===== config.mk =====
export PLATFORM = sky130hd
export DESIGN_NAME = bnn_seq_ctrl
export DESIGN_NICKNAME = d
export VERILOG_FILES = /design/src/rtl/bnn_seq_ctrl.sv
export SDC_FILE = /design/constraint.sdc
export NUM_CORES = 1
export LEC_CHECK = 0
export ABC_AREA = 1
export CORE_MARGIN = 8
export CORE_UTILIZATION = 60
export DETAILED_ROUTE_END_ITERATION = 16
export PLACE_DENSITY = 0.79
export SLEW_MARGIN = 20
export SYNTH_ARGS = -nofsm -noshare
export SYNTH_HDL_FRONTEND = slang
export SYNTH_SLANG_ARGS = --single-unit

===== constraint.sdc =====
create_clock -name clk -period 8.9 [get_ports clk]
set_input_delay 1.78 -clock clk [delete_from_list [all_inputs] [get_ports clk]]
set_output_delay 1.78 -clock clk [all_outputs]
set_load 0.03 [all_outputs]

===== src/rtl/bnn_seq_ctrl.sv =====
// Instruction sequencer for the BNN accelerator: fetches 16-bit instructions,
// runs a small register file with loop/branch control and issues core and data-SRAM commands.
module bnn_seq_ctrl #(
   parameter int unsigned IADDR_W = 11,
   parameter int unsigned DADDR_W = 13,
   parameter int unsigned REG_W   = 16,
   parameter int unsigned ARG_W   = 11
) (
   input  logic               clk,
   input  logic               rst,
   input  logic               start,
   input  logic               pause,
   output logic               busy,
   output logic               done,
   output logic [IADDR_W-1:0] inst_addr,
   output logic               inst_cen,
   input  logic [15:0]        inst_rdata,
   output logic [DADDR_W-1:0] data_addr,
   output logic               data_cen,
   output logic               data_wen,
   output logic               core_valid,
   output logic [4:0]         core_op,
   output logic [ARG_W-1:0]   core_arg
);

   localparam int unsigned OP_W  = 5;
   localparam int unsigned IDX_W = 3;
   localparam int unsigned IMM_W = 8;
   localparam int unsigned NREGS = 8;

   localparam logic [OP_W-1:0] OP_LDL   = 5'b00001;
   localparam logic [OP_W-1:0] OP_LDH   = 5'b00010;
   localparam logic [OP_W-1:0] OP_LOAD  = 5'b00011;
   localparam logic [OP_W-1:0] OP_ADDI  = 5'b00100;
   localparam logic [OP_W-1:0] OP_CMP   = 5'b00101;
   localparam logic [OP_W-1:0] OP_BNZ   = 5'b00110;
   localparam logic [OP_W-1:0] OP_CORE0 = 5'b00111;
   localparam logic [OP_W-1:0] OP_CORE1 = 5'b01000;
   localparam logic [OP_W-1:0] OP_CORE2 = 5'b01001;
   localparam logic [OP_W-1:0] OP_CORE3 = 5'b01010;
   localparam logic [OP_W-1:0] OP_STORE = 5'b01011;
   localparam logic [OP_W-1:0] OP_CORE4 = 5'b01100;
   localparam logic [OP_W-1:0] OP_DJNZ  = 5'b01101;
   localparam logic [OP_W-1:0] OP_HALT  = 5'b11111;

   typedef enum logic [1:0] {
      IDLE  = 2'd0,
      FETCH = 2'd1,
      EXEC  = 2'd2
   } state_t;

   state_t               state;
   logic [IADDR_W-1:0]   pc;
   logic [REG_W-1:0]     regs [NREGS];

   logic [OP_W-1:0]      opcode;
   logic [IDX_W-1:0]     rd_idx;
   logic [IMM_W-1:0]     imm;
   logic [REG_W-1:0]     rd_val;

   logic                 wr_en;
   logic [IDX_W-1:0]     wr_idx;
   logic [REG_W-1:0]     wr_val;
   logic [IADDR_W-1:0]   pc_next;
   logic                 strobe;
   logic                 acc;
   logic                 acc_wr;
   logic [DADDR_W-1:0]   acc_addr;
   logic                 halt;

   assign inst_addr = pc;
   assign opcode    = inst_rdata[15:11];
   assign rd_idx    = inst_rdata[10:8];
   assign imm       = inst_rdata[7:0];
   assign rd_val    = (rd_idx == '0) ? '0 : regs[rd_idx];

   // Instruction decode: one register write, next pc and command request per instruction.
   always_comb begin
      wr_en    = 1'b0;
      wr_idx   = rd_idx;
      wr_val   = rd_val;
      pc_next  = pc + IADDR_W'(1);
      strobe   = 1'b0;
      acc      = 1'b0;
      acc_wr   = 1'b0;
      acc_addr = data_addr;
      halt     = 1'b0;
      case (opcode)
         OP_LDL: begin
            wr_en         = 1'b1;
            wr_val[7:0]   = imm;
         end
         OP_LDH: begin
            wr_en         = 1'b1;
            wr_val[15:8]  = imm;
         end
         OP_ADDI: begin
            wr_en  = 1'b1;
            wr_val = rd_val + {{(REG_W-IMM_W){imm[IMM_W-1]}}, imm};
         end
         OP_CMP: begin
            wr_en  = 1'b1;
            wr_idx = IDX_W'(1);
            wr_val = (rd_val < REG_W'(imm)) ? REG_W'(1) : '0;
         end
         OP_BNZ: begin
            if (regs[1] != '0) pc_next = pc - IADDR_W'(inst_rdata[10:0]);
         end
         OP_DJNZ: begin
            // R0 stays zero, so a DJNZ on R0 never takes the branch
            wr_en  = (rd_idx != '0);
            wr_val = rd_val - REG_W'(1);
            if (rd_idx != '0 && wr_val != '0) pc_next = pc - IADDR_W'(imm);
         end
         OP_LOAD: begin
            strobe   = 1'b1;
            acc      = 1'b1;
            acc_addr = regs[2][DADDR_W-1:0];
            wr_en    = 1'b1;
            wr_idx   = IDX_W'(2);
            wr_val   = inst_rdata[0] ? regs[2] + REG_W'(1) : regs[2] - REG_W'(1);
         end
         OP_STORE: begin
            strobe   = 1'b1;
            acc      = 1'b1;
            acc_wr   = 1'b1;
            acc_addr = regs[3][DADDR_W-1:0];
            wr_en    = 1'b1;
            wr_idx   = IDX_W'(3);
            wr_val   = inst_rdata[0] ? regs[3] + REG_W'(1) : regs[3] - REG_W'(1);
         end
         OP_CORE0, OP_CORE1, OP_CORE2, OP_CORE3, OP_CORE4: begin
            strobe = 1'b1;
         end
         OP_HALT: begin
            halt    = 1'b1;
            pc_next = pc;
         end
         default: ;
      endcase
   end

   // Sequencer FSM; strobes fall back to inactive every cycle unless re-issued.
   always_ff @(posedge clk) begin
      if (rst) begin
         state      <= IDLE;
         pc         <= '0;
         for (int i = 0; i < NREGS; i++) regs[i] <= '0;
         busy       <= 1'b0;
         done       <= 1'b0;
         core_valid <= 1'b0;
         core_op    <= '0;
         core_arg   <= '0;
         inst_cen   <= 1'b1;
         data_cen   <= 1'b1;
         data_wen   <= 1'b1;
         data_addr  <= '0;
      end else begin
         done       <= 1'b0;
         core_valid <= 1'b0;
         inst_cen   <= 1'b1;
         data_cen   <= 1'b1;
         data_wen   <= 1'b1;
         if (!pause) begin
            case (state)
               IDLE: begin
                  if (start) begin
                     pc       <= '0;
                     state    <= FETCH;
                     busy     <= 1'b1;
                     inst_cen <= 1'b0;
                  end
               end
               FETCH: state <= EXEC;
               EXEC: begin
                  pc <= pc_next;
                  if (wr_en && wr_idx != '0) regs[wr_idx] <= wr_val;
                  if (strobe) begin
                     core_valid <= 1'b1;
                     core_op    <= opcode;
                     core_arg   <= ARG_W'(inst_rdata[10:0]);
                  end
                  if (acc) begin
                     data_cen  <= 1'b0;
                     data_wen  <= ~acc_wr;
                     data_addr <= acc_addr;
                  end
                  if (halt) begin
                     state <= IDLE;
                     busy  <= 1'b0;
                     done  <= 1'b1;
                  end else begin
                     state    <= FETCH;
                     inst_cen <= 1'b0;
                  end
               end
               default: state <= IDLE;
            endcase
         end
      end
   end

endmodule

==> summary.md, run 1 <==
| Metric | Value |
|---|---|
| CORE AREA | `20200 µm²` |
| Share of the synthesized area in the top cell type | `31.1%` |
| Number of diodes | `0` |
| Total power | `2170 µW` |
| Number of H-tree levels | `4` |
| CTS tree | `built` |
| FP Rows | `52` |
| Remaining DRCs | `0` |
| Final Setup Violations | `0` |
| Top cell type by total area after synthesis | `edfxtp_1` |
| Share of cells above drive strength 1 | `5.53%` |
| Area fraction in compound gates after synthesis | `13.7%` |
| Most frequent cells after synthesis | `nand2_1, inv_1, nor2_1` |
| Synth Area per Inst | `7.35 µm²` |
| Crit. End Element | `register` |
| Post-DP Area | `13200 µm²` |
| Final hold slack | `0.475 ns` |
| Synth Area in XOR/XNOR | `2.13%` |
| Worst Skew | `0.0191 ns` |
| CP peak stage delay | `0.56 ns` |
| Post-DR vias/cell | `5.80` |
| Max_cap viols | `0` |
| Total global-route track usage | `29.7%` |
| WS Path Type | `in -> reg` |
| Post-Synth Simple-Gate Area | `27.8%` |
| CP arrival | `6.62 ns` |
| Actual transition at the worst max-transition pin | `1.17 ns` |
| Cells along the critical path | `clkdlybuf4s50_1 > buf_4 > inv_1 > nand3_2 > nand3_2 > inv_1 > ha_1 > fa_1 > a21oi_1 > o21ai_1 > nand2_1 > nand2_1 > a21oi_1 > inv_1 > nand2_1 > nand2_1 > a21boi_1 > o21ai_0 > nor2_1 > o21ai_0 > inv_1 > nand4_1 > nand2_1 > inv_1` |
| Status | `finished clean` |
| Area Growth Syn to Fin | `12.1%` |
| Die area | `25500 µm²` |
| Number of fill cells in the layout | `1709` |
| Clock sinks | `176` |
| Pin count of the biggest net entering global routing | `82` |
| Hold_buf cts | `0` |
| DR pass1 iterations | `6` |
| Setup crit start kind | `input pin` |
| Yosys cell types | `51` |
| Clk buf depth | `2` |
| Yosys warnings | `0` |
| Die X | `160 µm` |
| Peak supply drop | `0.147 mV` |
| HP Class | `reg -> reg` |
| Setup bufs post-CTS | `0` |
| Antenna violations before repair | `0` |
| R2R setup slack | `4.59 ns` |
| Post-synth EDFFs | `128` |
| Vias in the first global route | `11000` |
| Count of input and output buffers | `65` |
| Root cell of the clock tree | `clkbuf_16` |
| Die H | `160 µm` |
| # IOs | `66` |
| Asr flop ratio synth | `0%` |
| Placer Congestion | `1.00` |
| Depth of the most critical reg-to-reg path | `24` |
| Count leader, synth | `nand2_1` |
| Cell area after synthesis | `12400 µm²` |
| PwrDens | `157 nW/µm²` |
| Initial detailed-routing violation count | `1405` |
| Final Net Count | `1831` |
| Hold path start | `busy` |
| Tcrit/Tclk final | `72.2%` |
| Post-route cell area | `13900 µm²` |
| Fin. Hold Viols | `0` |
| Prevailing post-synth register cell | `edfxtp_1` |
| Worst Hold End | `busy` |
| Slowest CP cell | `nand3_2` |
| Pleak | `0.00638 µW` |
| Yosys reg bits | `176` |
| TNS Setup | `0 ns` |
| Total CTS buffers | `17` |
| Adder-cell share of the synthesized area | `7.43%` |
| Clock Latency Late Sink | `0.44 ns` |
| CP required | `9.09 ns` |
| HPWL after detailed placement | `28400 µm` |
| Largest cells by area after synthesis | `edfxtp_1, nand2_1, dfxtp_1, inv_1, ha_1` |
| Max-slew violation count | `0` |
| Fmax | `156 MHz` |
| Crit Path Max Fanout | `47` |
| Reg clk slew, reported paths | `0.08 ns` |
| Post-synthesis mux area share | `0%` |
| Fin crit period | `6.43 ns` |
| Wire per inst | `19.0 µm` |
| Post-synthesis sequential area ratio | `38.9%` |
| Final ANT Viol Nets | `0` |
| Total grt overflow | `0` |
| R2r endpoint | `regs[5][12]` |
| Reg2reg start | `regs[2][0]` |
| Via count | `11700` |
| Largest family of logic cells by synthesized area | `simple AND/OR/NAND/NOR gates` |
| First-pass GRT wire length | `60000 µm` |
| Hold path depth | `2` |
| Slew headroom | `21.7%` |
| RSZ-0062 raised after global routing | `false` |
| Routed wire length | `38500 µm` |
| Initial Utilization | `61.1%` |
| Mapped Cells | `1682` |
| Resize count post-CTS | `0` |
[per-stage QoR]
step | cells | utilization [%] | worst slack (ns)
global route | 2023 | 68.5 | 2.13
global placement | 1991 | 65.2 | 2.31
detailed placement | 1991 | 65.2 | 2.20
floorplan | 1697 | - | 4.02
finish | 2023 | 68.5 | 2.47
CTS | 2023 | 68.5 | 2.60
[area by class of cell]
cell class / count / area [µm²] / area share (%)
clock inverters: 15 / 233 / 1.68
well taps: 270 / 338 / 2.44
clock buffers: 17 / 425 / 3.07
repair buffers: 81 / 761 / 5.49
flip-flops and latches: 176 / 4800 / 34.7
inverters: 243 / 917 / 6.62
multi-input cells: 1221 / 6380 / 46.1
[cell usage in the layout, fill, tap and decap left out, types with 6 or more instances in the layout]
cell type and instances:
nand2_1 394, clkinv_8 6, nor3_1 10, inv_1 234
nor2_1 218, a21o_1 9, a211oi_1 21, o21ai_1 6
nor2_2 7, o211ai_1 8, xor2_1 17, or2_2 9
nand4_1 19, o22ai_1 22, buf_4 16, clkbuf_16 17
conb_1 16, a21oi_1 118, clkdlybuf4s50_1 63, xnor2_1 13
nand3_1 129, o2111ai_1 6, ha_1 67, edfxtp_1 128
dfxtp_1 48, o21ai_0 80, nand3_2 10
[critical path: cells and delay by family]
kind | cells | cell delay [ns]
AOI/OAI and AO/OA | 6 | 0.93
adders and majority gates | 2 | 0.64
buffers and inverters | 7 | 1.18
and+or+nand+nor | 9 | 2.06
[flip-flops by register name, indices dropped and copies added (netlist names)]
signal      flops
data_wen        1
inst_addr      11
data_addr      13
core_op         5
state           2
data_cen        1
done            1
busy            1
regs          128
core_valid      1
core_arg       11
inst_cen        1
[cells by family (layout without fill, tap and decap cells)]
logic type / count (synthesis) / count (layout)
AND/OR/NAND/NOR: 812 / 812
buffers and inverters: 300 / 356
AO/OA/AOI/OAI: 292 / 292
flip-flops: 176 / 176
adder cells (fa/ha/maj): 71 / 71
XOR/XNOR: 30 / 30
other: 1 / 16
[layer usage]
layer / up-vias / global-route usage, % / share of wire [%]
met3: 112 / 6.28 / 10
met5: - / 0 / 0
li1: 5669 / - / -
met2: 599 / 47.6 / 45
met1: 5352 / 38.3 / 41
met4: 0 / 12.7 / 4.1
[worst max path at each step]
stage	start	endpoint	slack (ns)
detailed placement	inst_rdata[10]	regs[1][12]	2.20
global route	inst_rdata[9]	regs[5][12]	2.13
global placement	inst_rdata[9]	regs[5][12]	2.31
CTS	inst_rdata[10]	regs[5][12]	2.60
finish	inst_rdata[9]	regs[5][12]	2.47
floorplan	inst_rdata[10]	regs[1][10]	4.02
[report_power, final]
part	total, µW	leakage (µW)	internal, µW	switching, µW
clock network	830	0.000314	440	390
registers	916	0.00170	902	14.3
logic	426	0.00436	126	301
total	2170	0.00638	1470	705
No activity file was read; power rests on OpenSTA's default activity.
==> inputs of run 2 (changes only) <==
- CORE_UTILIZATION: 60 -> 56
- PLACE_DENSITY: 0.79 -> 0.77
- clock period: 8.9 -> 5.9 ns (I/O delays scaled with it)
==> run 2 against run 1 <==
  * Non-clock buffer count rose by 38
  * Cell area is 1.7% higher
  * Clock skew decreased by 0.0071 ns
  * First-iteration DRC count fell by 10%
  * Worst setup slack lost 1.6 ns
  * Via count about the same
  * Register-to-register slack got worse by 2.9 ns
==> summary.md, run 2 (synthesis gave the netlist of run 1 again) <==
| Metric | Value |
|---|---|
| CP arrival | `5.23 ns` |
| Actual transition at the worst max-transition pin | `1.04 ns` |
| FP Rows | `54` |
| Number of flip-flops in the largest register | `128` |
| Worst Skew | `0.0120 ns` |
| First-pass GRT wire length | `62200 µm` |
| Fmax | `199 MHz` |
| Crit Path Max Fanout | `14` |
| Die H | `165 µm` |
| Total CTS buffers | `17` |
| R2R setup slack | `1.71 ns` |
| Placer Congestion | `0.994` |
| Final Setup Violations | `0` |
| Peak supply drop | `0.230 mV` |
| Largest Register | `regs` |
| Final Net Count | `1869` |
| CP most frequent cell | `nand2_1` |
| HP Class | `reg -> reg` |
| Dpl ws | `0.502 ns` |
| Post-route cell area | `14100 µm²` |
| Post-DR vias/cell | `5.67` |
| Post-route setup slack | `0.870 ns` |
| Status | `finished clean` |
| Initial detailed-routing violation count | `1260` |
| Hold_buf cts | `0` |
| PwrDens | `228 nW/µm²` |
| Hold path depth | `2` |
| Die area | `27100 µm²` |
| Pleak | `0.00654 µW` |
| Reg clk slew, reported paths | `0.08 ns` |
| Max-slew violation count | `0` |
| CORE AREA | `21800 µm²` |
| Setup crit start kind | `input pin` |
| Top Registers | `regs x128, data_addr x13` |
| Worst Hold End | `core_op[4]` |
| Via count | `11700` |
| Commonest non-fill, non-tap cells in the layout | `nand2_1, inv_1, nor2_1, nand3_1, edfxtp_1` |
| # IOs | `66` |
| Resize count post-CTS | `0` |
| Total grt overflow | `0` |
| CTS tree | `built` |
| Slowest CP cell | `clkdlybuf4s50_1` |
| Number of fill cells in the layout | `1970` |
| Fin crit period | `5.03 ns` |
| Hold path start | `core_op[4]` |
| Pin count of the biggest net entering global routing | `48` |
| Remaining DRCs | `0` |
| Fin. Hold Viols | `0` |
| Setup bufs post-CTS | `0` |
| Die X | `165 µm` |
| Clk buf depth | `2` |
| DR pass1 iterations | `6` |
| Share of cells above drive strength 1 | `7.31%` |
| HPWL after detailed placement | `31800 µm` |
| Depth of the most critical reg-to-reg path | `24` |
| Wire per inst | `19.8 µm` |
| WS Path Type | `in -> reg` |
| Initial Utilization | `56.8%` |
| Post-DP Area | `13500 µm²` |
| Number of diodes | `0` |
| Final ANT Viol Nets | `0` |
| Area Growth Syn to Fin | `14.1%` |
| Reg2reg start | `regs[3][0]` |
| Commonest non-fill, non-tap cell in the layout | `nand2_1` |
| RSZ-0062 raised after global routing | `false` |
| Routed wire length | `40900 µm` |
| Crit. End Element | `register` |
| Vias in the first global route | `10900` |
| TNS Setup | `0 ns` |
| R2r endpoint | `regs[5][12]` |
| Clock sinks | `176` |
| CP peak stage delay | `0.54 ns` |
| CP required | `6.10 ns` |
| Root cell of the clock tree | `clkbuf_16` |
| Tcrit/Tclk final | `85.3%` |
| Slew headroom | `30.5%` |
| Clock Latency Late Sink | `0.44 ns` |
| Count of input and output buffers | `65` |
| Antenna violations before repair | `1` |
| Max_cap viols | `0` |
| Number of H-tree levels | `4` |
| Total global-route track usage | `30.3%` |
==> run 2: routing by layer <==
layer / up-vias / part of all wire [%] / global-route usage, %
met2: 476 / 44 / 47.8
met3: 81 / 8.4 / 5.66
met5: - / 0.037 / 0
li1: 5738 / - / -
met1: 5440 / 43 / 40.7
met4: 2 / 3.7 / 11.8
==> run 2: how the worst max path moves through the flow <==
stage                         from           to  slack (ns)  cells after the start
finish               inst_rdata[9]  regs[5][12]        0.87                     25
global route         inst_rdata[8]  regs[6][12]        0.50                     25
CTS                  inst_rdata[9]  regs[5][12]        0.96                     25
detailed placement   inst_rdata[9]  regs[7][12]        0.50                     25
global placement    inst_rdata[10]  regs[7][12]        0.62                     23
floorplan           inst_rdata[10]  regs[1][10]        1.62                     21
==> run 2: cell type report <==
cell class,count,area [µm²],share of cell area (%)
Clock inverter,15,178,1.26
Sequential cell,176,4800,34.1
Inverter,243,917,6.50
Timing Repair Buffer,119,1060,7.51
Multi-Input combinational cell,1221,6370,45.2
Clock buffer,17,425,3.02
Tap cell,280,350,2.48
==> run 2: stage by stage <==
stage	utilization (%)	std cells	hold WS [ns]	power, µW
after floorplan	-	1697	0.460	1820
after global placement	62.0	2039	0.434	2050
after detailed placement	62.0	2039	0.438	2060
after CTS	64.8	2071	0.450	3210
after global routing	64.8	2071	0.476	3320
final	64.8	2071	0.448	3210
==> run 2: critical path, delay by kind of cell <==
family	cells	cell delay [ns]
fa+ha+maj	2	0.63
compound gates	6	0.93
simple gates	11	1.40
buf+inv	6	1.09
==> run 2: where the power goes <==
group          internal [µW]  switching (µW)
Sequential              1360            25.2
Clock                    576             589
Combinational            204             458
Total                   2140            1070
==> inputs of run 3 (changes only) <==
- RECOVER_POWER: not set -> 100
- SLEW_MARGIN: 20 -> 10
==> run 3 against run 2 <==
  * The run now ends with max-capacitance violations, max-slew violations left
  * Global-route usage unchanged
  * Largest power group unchanged
  * Sequential share of layout area grew 0.21 points
  * Critical path depth shrank 7
  * Cell area decreased by 0.61%
  * Largest cell class unchanged
  * Clock power barely moved
  * Critical endpoint is now regs[2][10]
  * Non-clock buffer count is the same
  * Routed wire length about the same
  * Via count is essentially flat
==> summary.md, run 3 (synthesis gave the netlist of run 1 again) <==
| Metric | Value |
|---|---|
| Final Net Count | `1869` |
| Max-slew violation count | `48` |
| Number of fill cells in the layout | `1993` |
| Pin count of the biggest net entering global routing | `48` |
| Peak supply drop | `0.230 mV` |
| Resize count post-CTS | `0` |
| Crit Path Max Fanout | `28` |
| First-pass GRT wire length | `62200 µm` |
| Final Setup Violations | `0` |
| Top Registers | `regs x128, data_addr x13` |
| Clock Latency Late Sink | `0.44 ns` |
| Wire per inst | `19.8 µm` |
| Worst Skew | `0.0143 ns` |
| Final hold slack | `0.447 ns` |
| Die H | `165 µm` |
| Total grt overflow | `0` |
| Crit. End Element | `register` |
| Routed wire length | `40900 µm` |
| Clk buf depth | `2` |
| Flop pwr share | `43.3%` |
| Setup crit start kind | `input pin` |
| Share of cells above drive strength 1 | `6.03%` |
| Post-DR vias/cell | `5.66` |
| CTS tree | `built` |
| Die area | `27100 µm²` |
| Total CTS buffers | `17` |
| Clock power frac | `36.3%` |
| Via count | `11700` |
| Initial detailed-routing violation count | `1308` |
| Fmax | `182 MHz` |
| Max_cap viols | `1` |
| Area Growth Syn to Fin | `13.4%` |
| DR pass1 iterations | `6` |
| Total power | `3200 µW` |
| FP Rows | `54` |
| CP arrival | `5.67 ns` |
| Die X | `165 µm` |
| Fin crit period | `5.50 ns` |
| Fin. Hold Viols | `0` |
| Actual transition at the worst max-transition pin | `2.41 ns` |
| Multi-input gate area | `6360 µm²` |
| WS Path Type | `in -> reg` |
| Number of diodes | `0` |
| Commonest non-fill, non-tap cell in the layout | `nand2_1` |
| Internal Power | `2130 µW` |
| RSZ-0062 raised after global routing | `false` |
| Largest Register | `regs` |
| Switch share | `33.4%` |
| Net switching power | `1070 µW` |
| Setup bufs post-CTS | `0` |
| Vias in the first global route | `10900` |
| Antenna violations before repair | `1` |
| FF+latch area | `4800 µm²` |
| HP Class | `reg -> reg` |
| Initial Utilization | `56.8%` |
| Remaining DRCs | `0` |
| Count of input and output buffers | `65` |
| Hold_buf cts | `0` |
| Root cell of the clock tree | `clkbuf_16` |
| # IOs | `66` |
| PwrDens | `228 nW/µm²` |
| CP required | `6.06 ns` |
| Status | `finished, violations left` |
| Combinational share of power | `20.3%` |
| Slew headroom | `-60.9%` |
| Number of H-tree levels | `4` |
| Final ANT Viol Nets | `0` |
| Total global-route track usage | `30.3%` |
| Commonest non-fill, non-tap cells in the layout | `nand2_1, inv_1, nor2_1, nand3_1, edfxtp_1` |
| Pleak | `0.00661 µW` |
| Placer Congestion | `0.994` |
| Clock sinks | `176` |
| Failing checks | `max-capacitance violations, max-slew violations` |
| HPWL after detailed placement | `31800 µm` |
| Tcrit/Tclk final | `93.3%` |
| CORE AREA | `21800 µm²` |
| Number of flip-flops in the largest register | `128` |
| Reg clk slew, reported paths | `0.08 ns` |
| TNS Setup | `0 ns` |
## run 3: worst max-delay path, stage by stage
cell	delay (ns)
dlygate4sd3_1	0.54
buf_4	0.20
inv_1	0.18
clkbuf_2	0.59
ha_1	0.40
nand3_1	0.10
o211ai_1	0.12
nand2_1	0.10
nand2_1	0.05
a21oi_1	0.18
o21ai_0	0.16
a21oi_1	0.23
inv_1	0.08
o21ai_0	0.38
o211ai_1	0.19
a211oi_1	0.29
clkbuf_1	0.58
nor2_1	0.09
## run 3: routing by layer
layer  vias up  GRT usage, %  part of all wire [%]
li1       5735             -                     -
met1      5427          40.7                    43
met2       485          47.8                    45
met3        78          5.66                   8.5
met4         2          11.8                   3.6
met5         -             0                 0.037
## run 3: worst paths after layout
check                                   start           to  slack (ns)  cells past startpoint
worst max-delay path            inst_rdata[0]  regs[2][10]        0.40                     18
worst min-delay path               core_op[4]   core_op[4]        0.45                      2
worst min register to register     core_op[4]   core_op[4]        0.45                      2
worst max register to register     regs[3][0]  regs[2][10]        1.54                     22
## run 3: power groups by stage
| stage | Clock (µW) | Combinational, µW | Sequential (µW) |
|---|---|---|---|
| 6_report | 1160 | 651 | 1390 |
| 2_1_floorplan | 0 | 421 | 1400 |
| 3_3_place_gp | 0 | 642 | 1410 |
| 4_1_cts | 1170 | 648 | 1380 |
| 5_1_grt | 1210 | 708 | 1390 |
| 3_5_place_dp | 0 | 643 | 1410 |
## run 3: through the flow
stage,cells,utilization [%],worst slack [ns],instance area [µm²]
CTS,2071,64.8,0.965,14100
global route,2071,64.4,0.281,14000
floorplan,1697,-,1.62,12400
global placement,2039,62.0,0.625,13500
detailed placement,2039,62.0,0.502,13500
finish,2071,64.4,0.398,14000
## run 3: layout make-up
class,instances,share of cell area (%)
Sequential cell,176,34.3
Multi-Input combinational cell,1221,45.4
Clock inverter,15,1.27
Tap cell,280,2.50
Inverter,243,6.54
Timing Repair Buffer,119,6.99
Clock buffer,17,3.04
